`config.mk`:
```
export PLATFORM = sky130hd
export DESIGN_NAME = spi_frame_receiver
export DESIGN_NICKNAME = d
export VERILOG_FILES = /design/src/rtl/spi_frame_receiver.sv
export SDC_FILE = /design/constraint.sdc
export NUM_CORES = 1
export LEC_CHECK = 0
export ABC_CLOCK_PERIOD_IN_PS = 2200
export CAP_MARGIN = 40
export CORE_ASPECT_RATIO = 1.25
export CORE_MARGIN = 1.5
export CORE_UTILIZATION = 54
export DETAILED_ROUTE_END_ITERATION = 8
export GPL_TIMING_DRIVEN = 1
export PLACE_DENSITY = 0.78
export SLEW_MARGIN = 20
export SYNTH_ARGS = -nofsm -noshare
export SYNTH_HDL_FRONTEND = slang
export SYNTH_SLANG_ARGS = --single-unit
export TNS_END_PERCENT = 30
```
`constraint.sdc`:
```
create_clock -name clk -period 2.2 [get_ports clk]
set_clock_uncertainty 0.2 [all_clocks]
set_input_delay 0.66 -clock clk [delete_from_list [all_inputs] [get_ports clk]]
set_output_delay 0.66 -clock clk [all_outputs]
set_load 0.02 [all_outputs]
```
`src/rtl/spi_frame_receiver.sv`:
```
// ============================================================================
// Module   : spi_frame_receiver
// Purpose  : SPI mode-0 receiver; synchronizes pins, assembles 16-bit frames
//            and forwards write frames over a single-entry valid/ready buffer.
// Options  : SPI_ADDR_FILTER_EN rejects write addresses above MAX_ADDR.
// Revision : 1.0 - initial release
// ============================================================================
`default_nettype none

module spi_frame_receiver #(
    parameter int SYNC_STAGES = 2,
    parameter int MAX_ADDR    = 4
) (
    input  logic       clk,
    input  logic       rst,
    input  logic       sclk_i,
    input  logic       ncs_i,
    input  logic       copi_i,
    output logic       wr_valid,
    input  logic       wr_ready,
    output logic [6:0] wr_addr,
    output logic [7:0] wr_data,
    output logic       frame_err,
    output logic       overflow,
    output logic       busy
);

    typedef enum logic [1:0] {
        S_IDLE  = 2'd0,
        S_SHIFT = 2'd1,
        S_EVAL  = 2'd2
    } state_t;

    localparam logic [4:0] c_frame_bits = 5'd16;
    localparam logic [4:0] c_count_sat  = 5'd17;

    generate
        if (SYNC_STAGES < 2) begin : g_bad_sync_stages
            $error("spi_frame_receiver: SYNC_STAGES must be >= 2");
        end
        if (MAX_ADDR < 0 || MAX_ADDR > 127) begin : g_bad_max_addr
            $error("spi_frame_receiver: MAX_ADDR must fit in 7 bits");
        end
    endgenerate

    logic [SYNC_STAGES-1:0] r_sclk_sync;
    logic [SYNC_STAGES-1:0] r_ncs_sync;
    logic [SYNC_STAGES-1:0] r_copi_sync;
    logic                   r_sclk_prev;
    logic                   r_ncs_prev;

    logic        w_sclk_rise;
    logic        w_ncs_fall;
    logic        w_ncs_rise;
    logic        w_copi;

    state_t      r_state;
    state_t      w_state_next;
    logic [15:0] r_shift;
    logic [4:0]  r_count;

    logic        w_eval;
    logic        w_full_len;
    logic        w_write;
    logic        w_addr_bad;
    logic        w_load;

    // nCS idles high, so its synchronizer resets high to avoid a false edge.
    always_ff @(posedge clk) begin
        if (rst) begin
            r_sclk_sync <= '0;
            r_ncs_sync  <= '1;
            r_copi_sync <= '0;
            r_sclk_prev <= 1'b0;
            r_ncs_prev  <= 1'b1;
        end else begin
            r_sclk_sync <= {r_sclk_sync[SYNC_STAGES-2:0], sclk_i};
            r_ncs_sync  <= {r_ncs_sync[SYNC_STAGES-2:0], ncs_i};
            r_copi_sync <= {r_copi_sync[SYNC_STAGES-2:0], copi_i};
            r_sclk_prev <= r_sclk_sync[SYNC_STAGES-1];
            r_ncs_prev  <= r_ncs_sync[SYNC_STAGES-1];
        end
    end

    assign w_sclk_rise = r_sclk_sync[SYNC_STAGES-1] & ~r_sclk_prev;
    assign w_ncs_fall  = ~r_ncs_sync[SYNC_STAGES-1] & r_ncs_prev;
    assign w_ncs_rise  = r_ncs_sync[SYNC_STAGES-1] & ~r_ncs_prev;
    assign w_copi      = r_copi_sync[SYNC_STAGES-1];

    always_ff @(posedge clk) begin
        if (rst) begin
            r_state <= S_IDLE;
        end else begin
            r_state <= w_state_next;
        end
    end

    always_comb begin
        w_state_next = r_state;
        case (r_state)
            S_IDLE:  if (w_ncs_fall) w_state_next = S_SHIFT;
            S_SHIFT: if (w_ncs_rise) w_state_next = S_EVAL;
            S_EVAL:  w_state_next = S_IDLE;
            default: w_state_next = S_IDLE;
        endcase
    end

    always_ff @(posedge clk) begin
        if (rst) begin
            r_shift <= '0;
            r_count <= '0;
        end else if (r_state == S_IDLE && w_ncs_fall) begin
            r_shift <= '0;
            r_count <= '0;
        end else if (r_state == S_SHIFT && w_sclk_rise) begin
            r_shift <= {r_shift[14:0], w_copi};
            if (r_count != c_count_sat) begin
                r_count <= r_count + 5'd1;
            end
        end
    end

    assign w_eval     = (r_state == S_EVAL);
    assign w_full_len = (r_count == c_frame_bits);
    assign w_write    = w_eval && w_full_len && r_shift[15];

`ifdef SPI_ADDR_FILTER_EN
    localparam logic [6:0] c_max_addr = 7'(MAX_ADDR);
    assign w_addr_bad = (r_shift[14:8] > c_max_addr);
`else
    assign w_addr_bad = 1'b0;
`endif

    assign w_load    = w_write && !w_addr_bad;
    assign frame_err = w_eval && (((r_count != 5'd0) && !w_full_len) ||
                                  (w_write && w_addr_bad));
    assign busy      = (r_state == S_SHIFT);

    // A load into a full buffer only succeeds if the old entry leaves this cycle.
    always_ff @(posedge clk) begin
        if (rst) begin
            wr_valid <= 1'b0;
            wr_addr  <= '0;
            wr_data  <= '0;
            overflow <= 1'b0;
        end else if (w_load) begin
            if (!wr_valid || wr_ready) begin
                wr_valid <= 1'b1;
                wr_addr  <= r_shift[14:8];
                wr_data  <= r_shift[7:0];
            end else begin
                overflow <= 1'b1;
            end
        end else if (wr_valid && wr_ready) begin
            wr_valid <= 1'b0;
        end
    end

endmodule

`default_nettype wire
```
-- After elaboration in Yosys (flattened, before gate mapping)
Cells that the tools add are included.
- flip-flop bits (word level): 48
- memories: 0
- bits in writable memories: 0
- latch bits: 0
- ROM bits: 0
- logic and storage cells: 52
- eq/ne operators: 7
- shift operators: 0
- add/sub/neg operators: 1
- bitwise gates (word level): 7
- multiply operators: 0
- order comparisons: 0
- reduce and logical (&&, ||, !) cells: 19
- divide/modulo/power cells: 0
- muxes and demuxes: 6
- operators by type and width (kind ; count):
    $reduce_and A2 Y1 ; 5
    $logic_and A1 B1 Y1 ; 7
    $add A5 B1 Y5 const B ; 1
    $eq A5 B5 Y1 const B ; 1
    $ne A5 B5 Y1 const B ; 1
    $reduce_bool A5 Y1 ; 1
    $mux W2 ; 2
    $ne A2 B1 Y1 const B ; 2
    $not A1 Y1 ; 4
    $pmux W2 S2 ; 1
    $and A1 B1 Y1 ; 3
    $mux W1 ; 3
    $eq A2 B1 Y1 const B ; 1
    $eq A2 B2 Y1 const B ; 1
    $logic_not A1 Y1 ; 2
    $logic_not A2 Y1 ; 1
    $ne A2 B2 Y1 const B ; 1
    $reduce_bool A2 Y1 ; 1
    $reduce_or A2 Y1 ; 1
    $logic_or A1 B1 Y1 ; 1

-- Depth between registers and ports, before layout
- depth after elaboration: 5
- depth in mapped cells: 7
- depth with buffers taken out: 5

-- Worst setup path after synthesis
OpenSTA, ideal clock, no wires.
- path kind: register to output
- start: register r_count[0]
- end: output frame_err
- cell stages (with the launch flop): 5
- setup slack: 259 ps
- arrival time: 1081 ps
- data required time: 1340 ps
- path through: dfxtp_1 inv_1 ha_1 nor3b_2 nor2b_1
- word-level cells in the longest chain between the ends: 4
- RTL lines (element ; line ; text):
    start, declared ; 60 ; logic [4:0] r_count;
    start signal, assigned ; 118 ; r_count <= r_count + 5'd1;
    $eq A5 B5 Y1 ; 124 ; assign w_full_len = (r_count == c_frame_bits);
    $logic_not A1 Y1 ; 135 ; assign frame_err = w_eval && (((r_count != 5'd0) && !w_full_len) ||
    $logic_and A1 B1 Y1 (*) (2 in series) ; 135 ;
    end, declared ; 23 ; output logic frame_err,
Every way passes the cells marked *; elsewhere a longest branch is shown, timed or not.

-- Final worst setup path
- start: register r_state[1]
- end: output busy
- word-level cells in the longest chain between the ends: 1
- RTL lines (element ; line ; text):
    start, declared ; 57 ; state_t r_state;
    start signal, assigned ; 94 ; r_state <= w_state_next;
    $eq A2 B1 Y1 ; 137 ; assign busy = (r_state == S_SHIFT);
    end, declared ; 25 ; output logic busy
Every way passes these cells.

==> impl_metrics.tcl <==
set metrics [dict create \
    critPathCaptureType "primary output" \
    dr.pass1.iters 6 \
    numCtsBuffers 5 \
    critPathMaxFanout 5 \
    status "finished, final reports clean" \
    rr_startpoint "r_count[1]" \
    vdd_ir_drop_max_mv 0.5596 \
    die_h_um 70.09 \
    synth_area_per_cell_um2 9.439 \
    syn_to_final_growth_pct 21.62 \
    die_area_um2 3972 \
    ys_seq_area_frac 0.4942 \
    synthArstFlopShare 0 \
    clkTransAtPathRegs_ns 0.08 \
    reg2regPathDepth 7 \
    drv_cap 0 \
    critPathCapture "busy" \
    io_pins 25 \
    detail_route.wl_per_cell_um 12.89 \
    timing.rr.end "wr_addr[1]" \
    hold_viol 0 \
    drt_iter0_drc 30 \
    worst_slack_ns 0.04838 \
    synth_top_area_cell "dfxtp_1" \
    crit_required_ns 1.34 \
    grt_usage 0.2000 \
    hold_class "flip-flop to flip-flop" \
    placed_cell_area_um2 2255 \
    ff2ff_setup_slack_ns 0.38 \
    fmax_mhz 464.8 \
    utilization 0.6848 \
    synth_area_um2 1944 \
    ys.warnings.count 0 \
    initial_core_util 0.5630 \
    grt_pass1_vias 1431 \
    synth_top_cell_area_share 0.4942 \
    fp-row-count 24 \
    wl_um 3571 \
    drive_above_1_share 0.1261 \
    crit_arrival_ns 1.29 \
    cts.sinks 48 \
    fin_nets 247 \
    hpwl_um 2546 \
    cts_max_level 2 \
    clock_path_buffers 2 \
    ys_seq_elements 48 \
    drc_errors 0 \
    p_leak_nw 0.7871 \
    post-route-cell-area_um2 2365 \
    grt_max_degree 23 \
    synth_area_leaders "dfxtp_1 (49%), nand2b_1 (10%), mux2i_1 (7.7%), nand2_1 (6.4%), a21oi_1 (5.7%)" \
    vias_per_cell 5.318 \
    cts-root-buf "clkbuf_8" \
    drtAntennaViolNets 0 \
    slew_headroom 0.5666 \
    power_per_cell_area_nw_per_um2 599.9 \
    synth_nets 215 \
    antenna_found_initial 0 \
    clk-insertion-delay-late_ns 0.30 \
    core_um2 3453 \
    maxSlewViolCount 0 \
    n_antenna_cell 0 \
    pre_cts_slack_ns -0.1223 \
    grt_overflow 0 \
    io_buffers 24 \
    grt_pass1_wl_um 6175 \
    critPathLaunchType "flip-flop" \
    fin_crit_sh 0.9780 \
    ys.flop_type "dfxtp_1" \
    vias 1473 \
    crit_path_start "r_state[1]" \
    worst_slew_pin_slew_ns 0.6501 \
    die_w_um 56.67 \
    hold_buffers 0 \
    cts_tree "built" \
    ys_types 35 \
    gp_congestion 0.8555 \
    critical_path_class "flip-flop to primary output" \
    rsz0062_at_grt "false" \
    period_minus_slack_ns 2.152 \
    yosys.cell_count.top_type "dfxtp_1" \
    setup_viol 0 \
    synth-edff-count 0 \
    ys_top_cells_by_count "dfxtp_1 (48), nand2_1 (33), nand2b_1 (31)" \
    syn_inst 206 \
]
==> worst max-delay path, cell delays in order, from the launching register on <==
cell           delay, ns
dfxtp_1             0.31
buf_4               0.14
and2b_1             0.21
dlygate4sd2_1       0.34
==> power by group <==
group / total [mW] / internal, mW / switching [mW]
sequential: 0.878 / 0.875 / 0.00307
clock: 0.484 / 0.216 / 0.268
combinational: 0.0565 / 0.0291 / 0.0274
==> kinds of logic (layout without fill, tap and decap cells) <==
logic type,after synthesis,after routing,synth area share
buf+inv,15,47,0.04376
fa+ha+maj,3,3,0.01931
simple gates,95,95,0.2831
flops,48,48,0.4942
mux,15,15,0.07722
compound gates,30,30,0.08238
==> worst min path at each step <==
stage	start	depth (start not counted)	end	slack [ns]
5_1_grt	r_ncs_sync[0]	1	r_ncs_sync[1]	0.25
6_report	r_ncs_sync[0]	1	r_ncs_sync[1]	0.22
3_3_place_gp	r_ncs_sync[0]	1	r_ncs_sync[1]	0.20
3_5_place_dp	r_ncs_sync[0]	1	r_ncs_sync[1]	0.20
2_1_floorplan	r_ncs_sync[0]	1	r_ncs_sync[1]	0.19
4_1_cts	r_ncs_sync[0]	1	r_ncs_sync[1]	0.23
==> cell usage in the layout, fill, tap and decap left out, types with 2 or more instances in the layout <==
cell type	n
dfxtp_1	46
clkbuf_8	5
dfxtp_2	2
ha_1	2
buf_4	13
inv_2	2
a21oi_1	22
mux2i_1	15
o21ai_1	2
nand3_1	3
nor2b_1	9
nand2b_1	31
or4_1	2
or2_2	3
o21ai_0	2
nand2_1	33
clkdlybuf4s50_1	22
nor2_1	3
==> stage by stage <==
stage | cells | total power [mW] | setup TNS (ns) | hold slack, ns
after CTS | 275 | 1.437 | 0 | 0.2259
after detailed placement | 268 | 0.9554 | -0.1247 | 0.2037
final | 277 | 1.419 | 0 | 0.2195
after global placement | 268 | 0.9532 | -0.07222 | 0.1984
after global routing | 277 | 1.473 | 0 | 0.2456
after floorplan | 206 | 0.9335 | 0 | 0.1895
==> sequential cells by signal, indices dropped and copies added (netlist names) <==
register	flops
r_sclk_sync	2
r_copi_sync	2
r_ncs_prev	1
wr_data	8
r_shift	16
r_sclk_prev	1
overflow	1
r_state	2
r_count	5
wr_valid	1
wr_addr	7
r_ncs_sync	2
==> cell type report <==
class	instances	area [µm²]
clock buffer	6	72.57
clock inverter	1	5.005
fill	287	1089
inverter	3	11.26
multi-input combinational	143	917.1
sequential	48	963.4
tap	39	48.80
timing repair buffer	37	346.6
==> metal layers <==
metal / routed length (µm) / vias up / global-route usage
li1: - / 745 / -
met1: 1510 / 682 / 0.2243
met2: 1832 / 40 / 0.3411
met3: 159 / 6 / 0.05185
met4: 67 / 0 / 0.1058
met5: 0 / - / 0
==> what timing repair did <==
| item | CTS | global route |
|---|---|---|
| endpoints found under the setup margin | 2 | 1 |
| hold endpoints to repair | 0 | 0 |
| pin swaps | 0 | 1 |
| gates resized for setup | 6 | 7 |
| setup buffers | 0 | 2 |
Note: power is estimated with default switching activity, not from simulation.
